--- src/rtl/commit_retire_unit_pkg.sv ---
// commit_retire_unit_pkg: shared sizes, drain state and helper for the retirement engine
package commit_retire_unit_pkg;
  localparam int ACTIVE_LIST_SIZE    = 64;
  localparam int ACTIVE_LIST_INDEX   = $clog2(ACTIVE_LIST_SIZE);
  localparam int COMMIT_WINDOW_SIZE  = 4;
  localparam int COMMIT_WINDOW_INDEX = $clog2(COMMIT_WINDOW_SIZE);
  localparam int LOAD_STORE_SIZE     = 16;
  localparam int LOAD_STORE_INDEX    = $clog2(LOAD_STORE_SIZE);
  localparam int BRANCH_NUM          = 8;
  localparam int BRANCH_INDEX        = $clog2(BRANCH_NUM);
  typedef enum logic {IDLE, WRITE} drain_state_t;
  function automatic logic [COMMIT_WINDOW_INDEX:0] popcount(input logic [COMMIT_WINDOW_SIZE-1:0] v);
    logic [COMMIT_WINDOW_INDEX:0] c;
    c = '0;
    for (int i = 0; i < COMMIT_WINDOW_SIZE; i++) c = c + {{COMMIT_WINDOW_INDEX{1'b0}}, v[i]};
    return c;
  endfunction
endpackage

--- src/rtl/store_drain_fsm.sv ---
// store_drain_fsm: issues one D-cache write per retired store via a valid/ready handshake
module store_drain_fsm
  import commit_retire_unit_pkg::*;
(
  input  logic                        clk,
  input  logic                        rst,
  input  logic                        i_store_retire,
  input  logic [LOAD_STORE_INDEX-1:0] i_store_ptr,
  input  logic                        i_st_req_ready,
  output logic                        o_idle,
  output logic                        o_st_req_valid,
  output logic [LOAD_STORE_INDEX-1:0] o_st_req_index
);
  drain_state_t r_state, w_next;
  logic [LOAD_STORE_INDEX-1:0] r_index;
  always_ff @(posedge clk) begin
    if (rst) begin
      r_state <= IDLE;
      r_index <= '0;
    end else begin
      r_state <= w_next;
      if (r_state == IDLE && i_store_retire) r_index <= i_store_ptr;
    end
  end
  always_comb begin
    w_next = r_state;
    w_next = (r_state == IDLE) ? (i_store_retire ? WRITE : IDLE) : (i_st_req_ready ? IDLE : WRITE);
  end
  assign o_idle         = r_state == IDLE;
  assign o_st_req_valid = r_state == WRITE;
  assign o_st_req_index = r_index;
endmodule

--- src/rtl/commit_retire_unit.sv ---
// commit_retire_unit: in-order retirement of up to COMMIT_WINDOW_SIZE instructions per cycle
module commit_retire_unit
  import commit_retire_unit_pkg::*;
(
  input  logic                           clk,
  input  logic                           rst,
  input  logic                           branch_miss,
  input  logic [ACTIVE_LIST_SIZE-1:0]    ready_to_commit,
  input  logic [ACTIVE_LIST_SIZE-1:0]    entry_available_bit,
  input  logic [ACTIVE_LIST_SIZE-1:0]    is_load,
  input  logic [ACTIVE_LIST_SIZE-1:0]    is_store,
  input  logic [ACTIVE_LIST_SIZE-1:0]    is_branch,
  output logic                           commit_valid,
  output logic [COMMIT_WINDOW_INDEX-1:0] last_valid_commit_idx,
  output logic [COMMIT_WINDOW_SIZE-1:0]  load_valid,
  output logic [COMMIT_WINDOW_SIZE-1:0]  store_valid,
  output logic [COMMIT_WINDOW_SIZE-1:0]  branch_valid,
  output logic [ACTIVE_LIST_INDEX-1:0]   oldest_inst_pointer,
  output logic [LOAD_STORE_INDEX-1:0]    load_commit_pointer,
  output logic [LOAD_STORE_INDEX-1:0]    store_commit_pointer,
  output logic [BRANCH_INDEX-1:0]        branch_read_pointer,
  output logic                           st_req_valid,
  output logic [LOAD_STORE_INDEX-1:0]    st_req_index,
  input  logic                           st_req_ready,
  output logic [31:0]                    retired_count
);
  logic [COMMIT_WINDOW_SIZE-1:0][ACTIVE_LIST_INDEX-1:0] w_idx;
  logic [COMMIT_WINDOW_SIZE-1:0] w_ret;
  logic [COMMIT_WINDOW_INDEX:0]  w_cnt;
  logic                          w_prev, w_seen, w_idle;
  logic [ACTIVE_LIST_INDEX-1:0]  r_oldest;
  logic [LOAD_STORE_INDEX-1:0]   r_ld, r_st;
  logic [BRANCH_INDEX-1:0]       r_br;
  logic [31:0]                   r_cnt;
  for (genvar i = 0; i < COMMIT_WINDOW_SIZE; i++) begin : g_slot
    assign w_idx[i]        = r_oldest + ACTIVE_LIST_INDEX'(i);
    assign load_valid[i]   = w_ret[i] & is_load[w_idx[i]];
    assign store_valid[i]  = w_ret[i] & is_store[w_idx[i]];
    assign branch_valid[i] = w_ret[i] & is_branch[w_idx[i]];
  end
  // Only one store may retire per cycle, and only while the drain engine is free
  always_comb begin
    w_ret  = '0;
    w_seen = 1'b0;
    w_prev = !rst && !branch_miss;
    for (int i = 0; i < COMMIT_WINDOW_SIZE; i++) begin
      w_ret[i] = w_prev && !entry_available_bit[w_idx[i]] && ready_to_commit[w_idx[i]] &&
                 (!is_store[w_idx[i]] || (!w_seen && w_idle));
      w_seen   = w_seen | (w_ret[i] & is_store[w_idx[i]]);
      w_prev   = w_ret[i];
    end
  end
  assign w_cnt                 = popcount(w_ret);
  assign commit_valid          = |w_ret;
  assign last_valid_commit_idx = (w_cnt == '0) ? '0 : COMMIT_WINDOW_INDEX'(w_cnt - 1'b1);
  always_ff @(posedge clk) begin
    if (rst) begin
      r_oldest <= '0;
      r_ld     <= '0;
      r_st     <= '0;
      r_br     <= '0;
      r_cnt    <= '0;
    end else begin
      r_oldest <= r_oldest + ACTIVE_LIST_INDEX'(w_cnt);
      r_ld     <= r_ld + LOAD_STORE_INDEX'(popcount(load_valid));
      r_st     <= r_st + LOAD_STORE_INDEX'(popcount(store_valid));
      r_br     <= r_br + BRANCH_INDEX'(popcount(branch_valid));
      r_cnt    <= r_cnt + 32'(w_cnt);
    end
  end
  assign oldest_inst_pointer  = r_oldest;
  assign load_commit_pointer  = r_ld;
  assign store_commit_pointer = r_st;
  assign branch_read_pointer  = r_br;
  assign retired_count        = r_cnt;
  store_drain_fsm u_drain (
    .clk            (clk),
    .rst            (rst),
    .i_store_retire (|store_valid),
    .i_store_ptr    (r_st),
    .i_st_req_ready (st_req_ready),
    .o_idle         (w_idle),
    .o_st_req_valid (st_req_valid),
    .o_st_req_index (st_req_index)
  );
endmodule

--- config.mk ---
export PLATFORM = sky130hd
export DESIGN_NAME = commit_retire_unit
export DESIGN_NICKNAME = d
export VERILOG_FILES = /design/src/rtl/commit_retire_unit_pkg.sv /design/src/rtl/store_drain_fsm.sv /design/src/rtl/commit_retire_unit.sv
export SDC_FILE = /design/constraint.sdc
export NUM_CORES = 1
export LEC_CHECK = 0
export CELL_PAD_IN_SITES_DETAIL_PLACEMENT = 1
export CELL_PAD_IN_SITES_GLOBAL_PLACEMENT = 1
export CORE_ASPECT_RATIO = 1.75
export CORE_MARGIN = 3
export CORE_UTILIZATION = 38
export CTS_CLUSTER_DIAMETER = 80
export DETAILED_ROUTE_END_ITERATION = 16
export PLACE_DENSITY_LB_ADDON = 0.1
export SKIP_CTS_REPAIR_TIMING = 1
export SYNTH_ARGS = -nofsm -noshare
export SYNTH_HDL_FRONTEND = slang
export SYNTH_SLANG_ARGS = --single-unit
--- constraint.sdc ---
create_clock -name clk -period 9.15 [get_ports clk]
set_clock_uncertainty 0.15 [all_clocks]
set_input_delay 1.83 -clock clk [delete_from_list [all_inputs] [get_ports clk]]
set_output_delay 1.83 -clock clk [all_outputs]
set_load 0.03 [all_outputs]
==> flow_metrics.py <==
metrics = {
    "timing": {
        "worstMarginPinSlew_ns": 1.27,
        "fmax_mhz": 115,
        "finalSetupTns_ns": 0,
        "finalHoldViolCount": 0,
        "timing.slew.headroom_pct": 14.8,
        "post-route-period-util_pct": 95.1,
        "rsz0062_at_grt": "no",
        "finalCriticalPeriod_ns": 8.70,
        "slew_violations": 0,
        "finalSetupViolations": 0,
    },
    "setup_path": {
        "required_ns": 7.17,
        "crit_arrival_ns": 6.72,
        "slowest_delay_ns": 0.56,
        "crit_buf_inv": 4,
        "path_class": "in2out",
        "path_max_fanout": 7,
        "crit_slowest_cell": "fa_1",
        "start_kind": "input pin",
        "path_delay_family": "compound AO/OA/AOI/OAI gates",
        "crit_path_end_kind": "output port",
        "crit_chain": "clkdlybuf4s50_1 -> mux4_2 -> mux2i_1 -> o221ai_1 -> o21ai_0 -> a211oi_2 -> a31oi_1 -> o211a_4 -> nand2_1 -> ha_1 -> inv_1 -> nor2_1 -> maj3_1 -> nand4b_1 -> fa_1 -> inv_1 -> ha_1 -> ha_1 -> nor2_1 -> nand2_1 -> nand2_1 -> buf_4",
    },
    "detailed_routing": {
        "drc": 0,
        "vias": 12200,
        "postRouteAntennaNets": 0,
        "wire_per_inst_um": 29.8,
        "via_per_inst": 6.74,
        "drtPass1Iterations": 5,
        "routed_wl_um": 54100,
        "first_iter_violations": 699,
    },
    "global_routing": {
        "grt_util_all_layers_pct": 30.0,
        "grt_pass1_wl_um": 80900,
        "grt.overflow.total": 0,
        "grt_max_degree": 75,
        "grt_pass1_vias": 13200,
        "antenna_found_initial": 0,
    },
    "status": {
        "outcome": "complete, no violations",
    },
    "clock_tree": {
        "cts_tree": "built",
        "clkTransAtPathRegs_ns": 0.07,
        "root_buffer": "clkbuf_16",
        "clock_sinks": 54,
        "cts-buffers-inserted": 5,
        "cts_max_level": 2,
        "worstSkewPairLatency_ns": 0.29,
        "clockBufferDepth": 2,
    },
    "floorplanning": {
        "die_w_um": 144,
        "std_cell_rows": 87,
        "io_pins": 393,
        "coreArea_mm2": 0.0325,
        "initial_core_util_pct": 38.8,
        "die_h_um": 247,
        "dieArea_mm2": 0.0355,
    },
    "synthesis": {
        "netlist_area_mm2": 0.0126,
        "syn-num-nets": 1438,
        "ys_warn_count": 0,
        "ys_async_sr_fraction_pct": 0,
        "yosysUniqueCellTypes": 76,
        "ys_ff_latch": 54,
        "yosysSeqAreaShare_pct": 8.56,
        "ys.flop_type": "dfxtp_1",
        "syn_area_per_cell_um2": 11.6,
        "syn-instance-count": 1086,
        "synth_edf_count": 0,
    },
    "power": {
        "design_power_total_mw": 1.13,
        "power_density_mw_per_mm2": 67.1,
        "p_leak_nw": 5.45,
        "vdd_drop_max_mv": 0.0750,
    },
    "layout": {
        "layout_commonest_cell": "clkdlybuf4s50_1",
        "fin_cells": 1814,
        "area_delta_synth_final_pct": 33.6,
        "nFillCells": 3465,
        "multi_input_area_mm2": 0.0108,
        "final_cell_mix": "clkdlybuf4s50_1, mux4_2, nand2_1",
        "stdcell_area_mm2": 0.0169,
        "regArea_mm2": 0.00109,
        "n_antenna_cell": 0,
        "final_net_count": 1765,
        "layout-drive-gt1-share_pct": 26.2,
    },
    "place": {
        "place_area_mm2": 0.0167,
        "placed_cells": 1806,
        "io_buffers": 392,
        "gp_congestion": 0.894,
        "dp_hpwl_um": 43400,
    },
    "worst_hold_path": {
        "hold_class": "reg2reg",
    },
    "run": {
        "drv_cap": 0,
    },
}
routing by layer:
| layer | wire, µm | part of all wire, % | GRT usage (%) |
|---|---|---|---|
| met2 | 30200 | 56 | 57.5 |
| met3 | 4080 | 7.5 | 5.42 |
| met1 | 17500 | 32 | 32.4 |
| met4 | 2300 | 4.2 | 10.5 |
| met5 | 0 | 0 | 0 |
metrics by stage:
step / utilization [%] / setup slack (ns) / hold slack [ns]
after floorplan: - / 1.37 / 0.446
after global placement: 51.4 / 0.467 / 0.318
after detailed placement: 51.4 / 0.246 / 0.323
after CTS: 51.8 / 0.200 / 0.336
after global routing: 51.8 / 0.164 / 0.353
final: 51.8 / 0.446 / 0.334
worst paths after layout:
check                                               from                                      to  slack (ns)  depth (start not counted)
hold reg to reg   u_drain.o_st_req_index[3]$_SDFFE_PP0P_  u_drain.o_st_req_index[3]$_SDFFE_PP0P_        0.33                          2
setup / recovery                            is_store[31]                last_valid_commit_idx[1]        0.45                         22
hold / removal    u_drain.o_st_req_index[3]$_SDFFE_PP0P_  u_drain.o_st_req_index[3]$_SDFFE_PP0P_        0.33                          2
setup reg to reg       oldest_inst_pointer[1]$_SDFF_PP0_            retired_count[25]$_SDFF_PP0_        1.43                         26
layout make-up:
class | instances | area share [%]
Multi-Input combinational cell | 892 | 64.3
Tap cell | 400 | 2.97
Sequential cell | 54 | 6.46
Clock buffer | 6 | 0.764
Inverter | 39 | 0.868
Timing Repair Buffer | 421 | 24.6
Clock inverter | 2 | 0.0816
synthesized netlist by cell type (all sizes together) (11+ instances only):
master	n	area [µm²]
ha	16	200
mux4	296	6670
nand4	13	87.6
nor3	16	80.1
xor2	23	209
and2	11	68.8
inv	37	139
nand3b	11	82.6
nor2b	38	238
o21ai	29	145
buf	79	552
nand2b	27	169
a21oi	32	164
dfxtp	54	1080
nand2	85	319
xnor2	25	249
fa	12	240
mux2i	40	400
nand3	22	110
nor2	64	240
a211oi	13	103
clkbuf	22	82.6
registers in the layout (all words and copies together), names as in the netlist:
register	cells
retired_count	32
oldest_inst_pointer	6
load_commit_pointer	4
store_commit_pointer	4
u_drain.o_st_req_index	4
branch_read_pointer	3
u_drain.o_st_req_valid	1
worst register-to-register path: cells and delay by family (launching register included):
| family | cells | cell delay (ns) |
|---|---|---|
| AOI/OAI and AO/OA | 7 | 1.44 |
| DFF | 1 | 0.59 |
| and+or+nand+nor | 9 | 2.47 |
| buffers and inverters | 2 | 0.11 |
| muxes | 1 | 0.43 |
| adders and majority gates | 7 | 2.43 |
report_power, final:
part           leakage (nW)  internal, mW  total (mW)  switching (mW)
Combinational          4.95         0.401       0.697           0.296
Clock                0.0712         0.102       0.191          0.0888
Sequential            0.437         0.236       0.244         0.00751
logic make-up (layout without fill, tap and decap cells):
logic type,Yosys count,in the layout,synth area share (%)
flops,54,54,8.56
xor+xnor,48,48,3.63
compound gates,148,148,8.22
mux,344,344,56.7
fa+ha+maj,29,29,3.57
simple gates,323,323,13.2
buf+inv,140,468,6.18
(Power assumes the default switching activity.)
==> variant (same flow settings) <==
Take the reset off `r_ld` and `r_st` and load them in a clocked block of their own.
--- a/src/rtl/commit_retire_unit.sv
+++ b/src/rtl/commit_retire_unit.sv
@@ -56,17 +56,18 @@
   always_ff @(posedge clk) begin
     if (rst) begin
       r_oldest <= '0;
-      r_ld     <= '0;
-      r_st     <= '0;
       r_br     <= '0;
       r_cnt    <= '0;
     end else begin
       r_oldest <= r_oldest + ACTIVE_LIST_INDEX'(w_cnt);
-      r_ld     <= r_ld + LOAD_STORE_INDEX'(popcount(load_valid));
-      r_st     <= r_st + LOAD_STORE_INDEX'(popcount(store_valid));
       r_br     <= r_br + BRANCH_INDEX'(popcount(branch_valid));
       r_cnt    <= r_cnt + 32'(w_cnt);
     end
+  end
+
+  always_ff @(posedge clk) begin
+    r_ld <= r_ld + LOAD_STORE_INDEX'(popcount(load_valid));
+    r_st <= r_st + LOAD_STORE_INDEX'(popcount(store_valid));
   end
   assign oldest_inst_pointer  = r_oldest;
   assign load_commit_pointer  = r_ld;
Behaviour: differs if rst is asserted again (counterexample within 4 cycles, from zero or initial values and one cycle with rst high); with rst held inactive, the same outputs for 4 cycles.
==> variant against the unedited design <==
- power increased by 8.8%
- area after synthesis decreased by 0.21%
- worst setup slack got worse by 0.044 ns
- critical path depth decreased by 2
- first-iteration DRC count increased by 21%
- sequential cell count unchanged
- routed wire length increased by 0.58%
- count of clock-buffer cells in the layout decreased by 1
- cell area increased by 1.2%
==> variant: results <==
group,metric,value,unit
outcome,outcome,"finished, final reports clean",
critical_path,r2r_setup_slack,1.52,ns
global_route,grt_usage,30.28,%
yosys,synth_nets,1399,
cells_and_area,fillers,3382,
power,ir_drop,0.08781,mV
cells_and_area,buffers,428,
global_route,grt_pass1_wl,80.74,mm
critical_path,cpPeakStageDelay,0.52,ns
yosys,ys_types,72,
critical_path,r2r-end,"retired_count[29]",
power,seqPwrFrac,22.5,%
cells_and_area,antenna_cells,5,
timing,relSlewSlack,23.00,%
yosys,synth_area_leaders,"mux4_2, dfxtp_1, mux2i_1",
global_route,antenna_found_initial,6,
placement,gp_congestion,0.8901,
cells_and_area,final-nonclk-buf-share,24.75,%
yosys,seq_area_frac_synth,8.581,%
critical_path,startpoint,"is_store[42]",
placement,dpl.cell_count,1774,
routing,via_per_inst,6.707,
power,netSwitchingFraction,35.36,%
placement,dp_hpwl,43.59,mm
critical_path,cp_top_family,"adder cells",
routing,totalWireLength,54.41,mm
variant: cell count changes after synthesis, sizes merged, moves of 9 or more:
cell / change
a21oi: -17
inv: -15
nor3b: +13
mux4: +9
nand2: -17
mux2i: +10
nor3: -9
xor2: +10
nand2b: +21
variant: worst max-delay path by stage:
stage                     cells past startpoint                        to  slack [ns]
after floorplan                              27  last_valid_commit_idx[0]        1.04
after global placement                       20  last_valid_commit_idx[0]        0.42
after detailed placement                     20  last_valid_commit_idx[0]        0.37
after CTS                                    20  last_valid_commit_idx[0]        0.37
after global routing                         21  last_valid_commit_idx[1]        0.09
final                                        20  last_valid_commit_idx[0]        0.40
variant: cell families after synthesis:
group,share of synthesized area (%)
AOI/OAI and AO/OA,6.892
xor gates and xnor gates,3.655
adders and majority gates,3.575
buffers and inverters,5.035
DFF,8.581
muxes,59.21
and+or+nand+nor,13.05
variant: metal layers:
layer  GRT usage (%)  part of all wire [%]  wire length (um)  vias to the layer above
li1                -                     -                 -                     5020
met1           32.18                    32             17220                     6192
met2           59.04                    58             31430                      640
met3           3.348                   5.9              3197                      132
met4           12.58                   4.7              2550                        2
met5               0                 0.024                13                        -
variant: through the flow:
stage / hold WS, ns / instance area (sq um) / worst slack, ns / utilization [%] / power (mW)
2_1_floorplan: 0.4463 / 12600 / 1.045 / - / 0.6853
3_3_place_gp: 0.2985 / 16880 / 0.4180 / 52.03 / 0.9940
3_5_place_dp: 0.3056 / 16880 / 0.3675 / 52.03 / 1.010
4_1_cts: 0.3165 / 17050 / 0.3672 / 52.55 / 1.237
5_1_grt: 0.3340 / 17060 / 0.08735 / 52.59 / 1.290
6_report: 0.3168 / 17060 / 0.4018 / 52.59 / 1.231
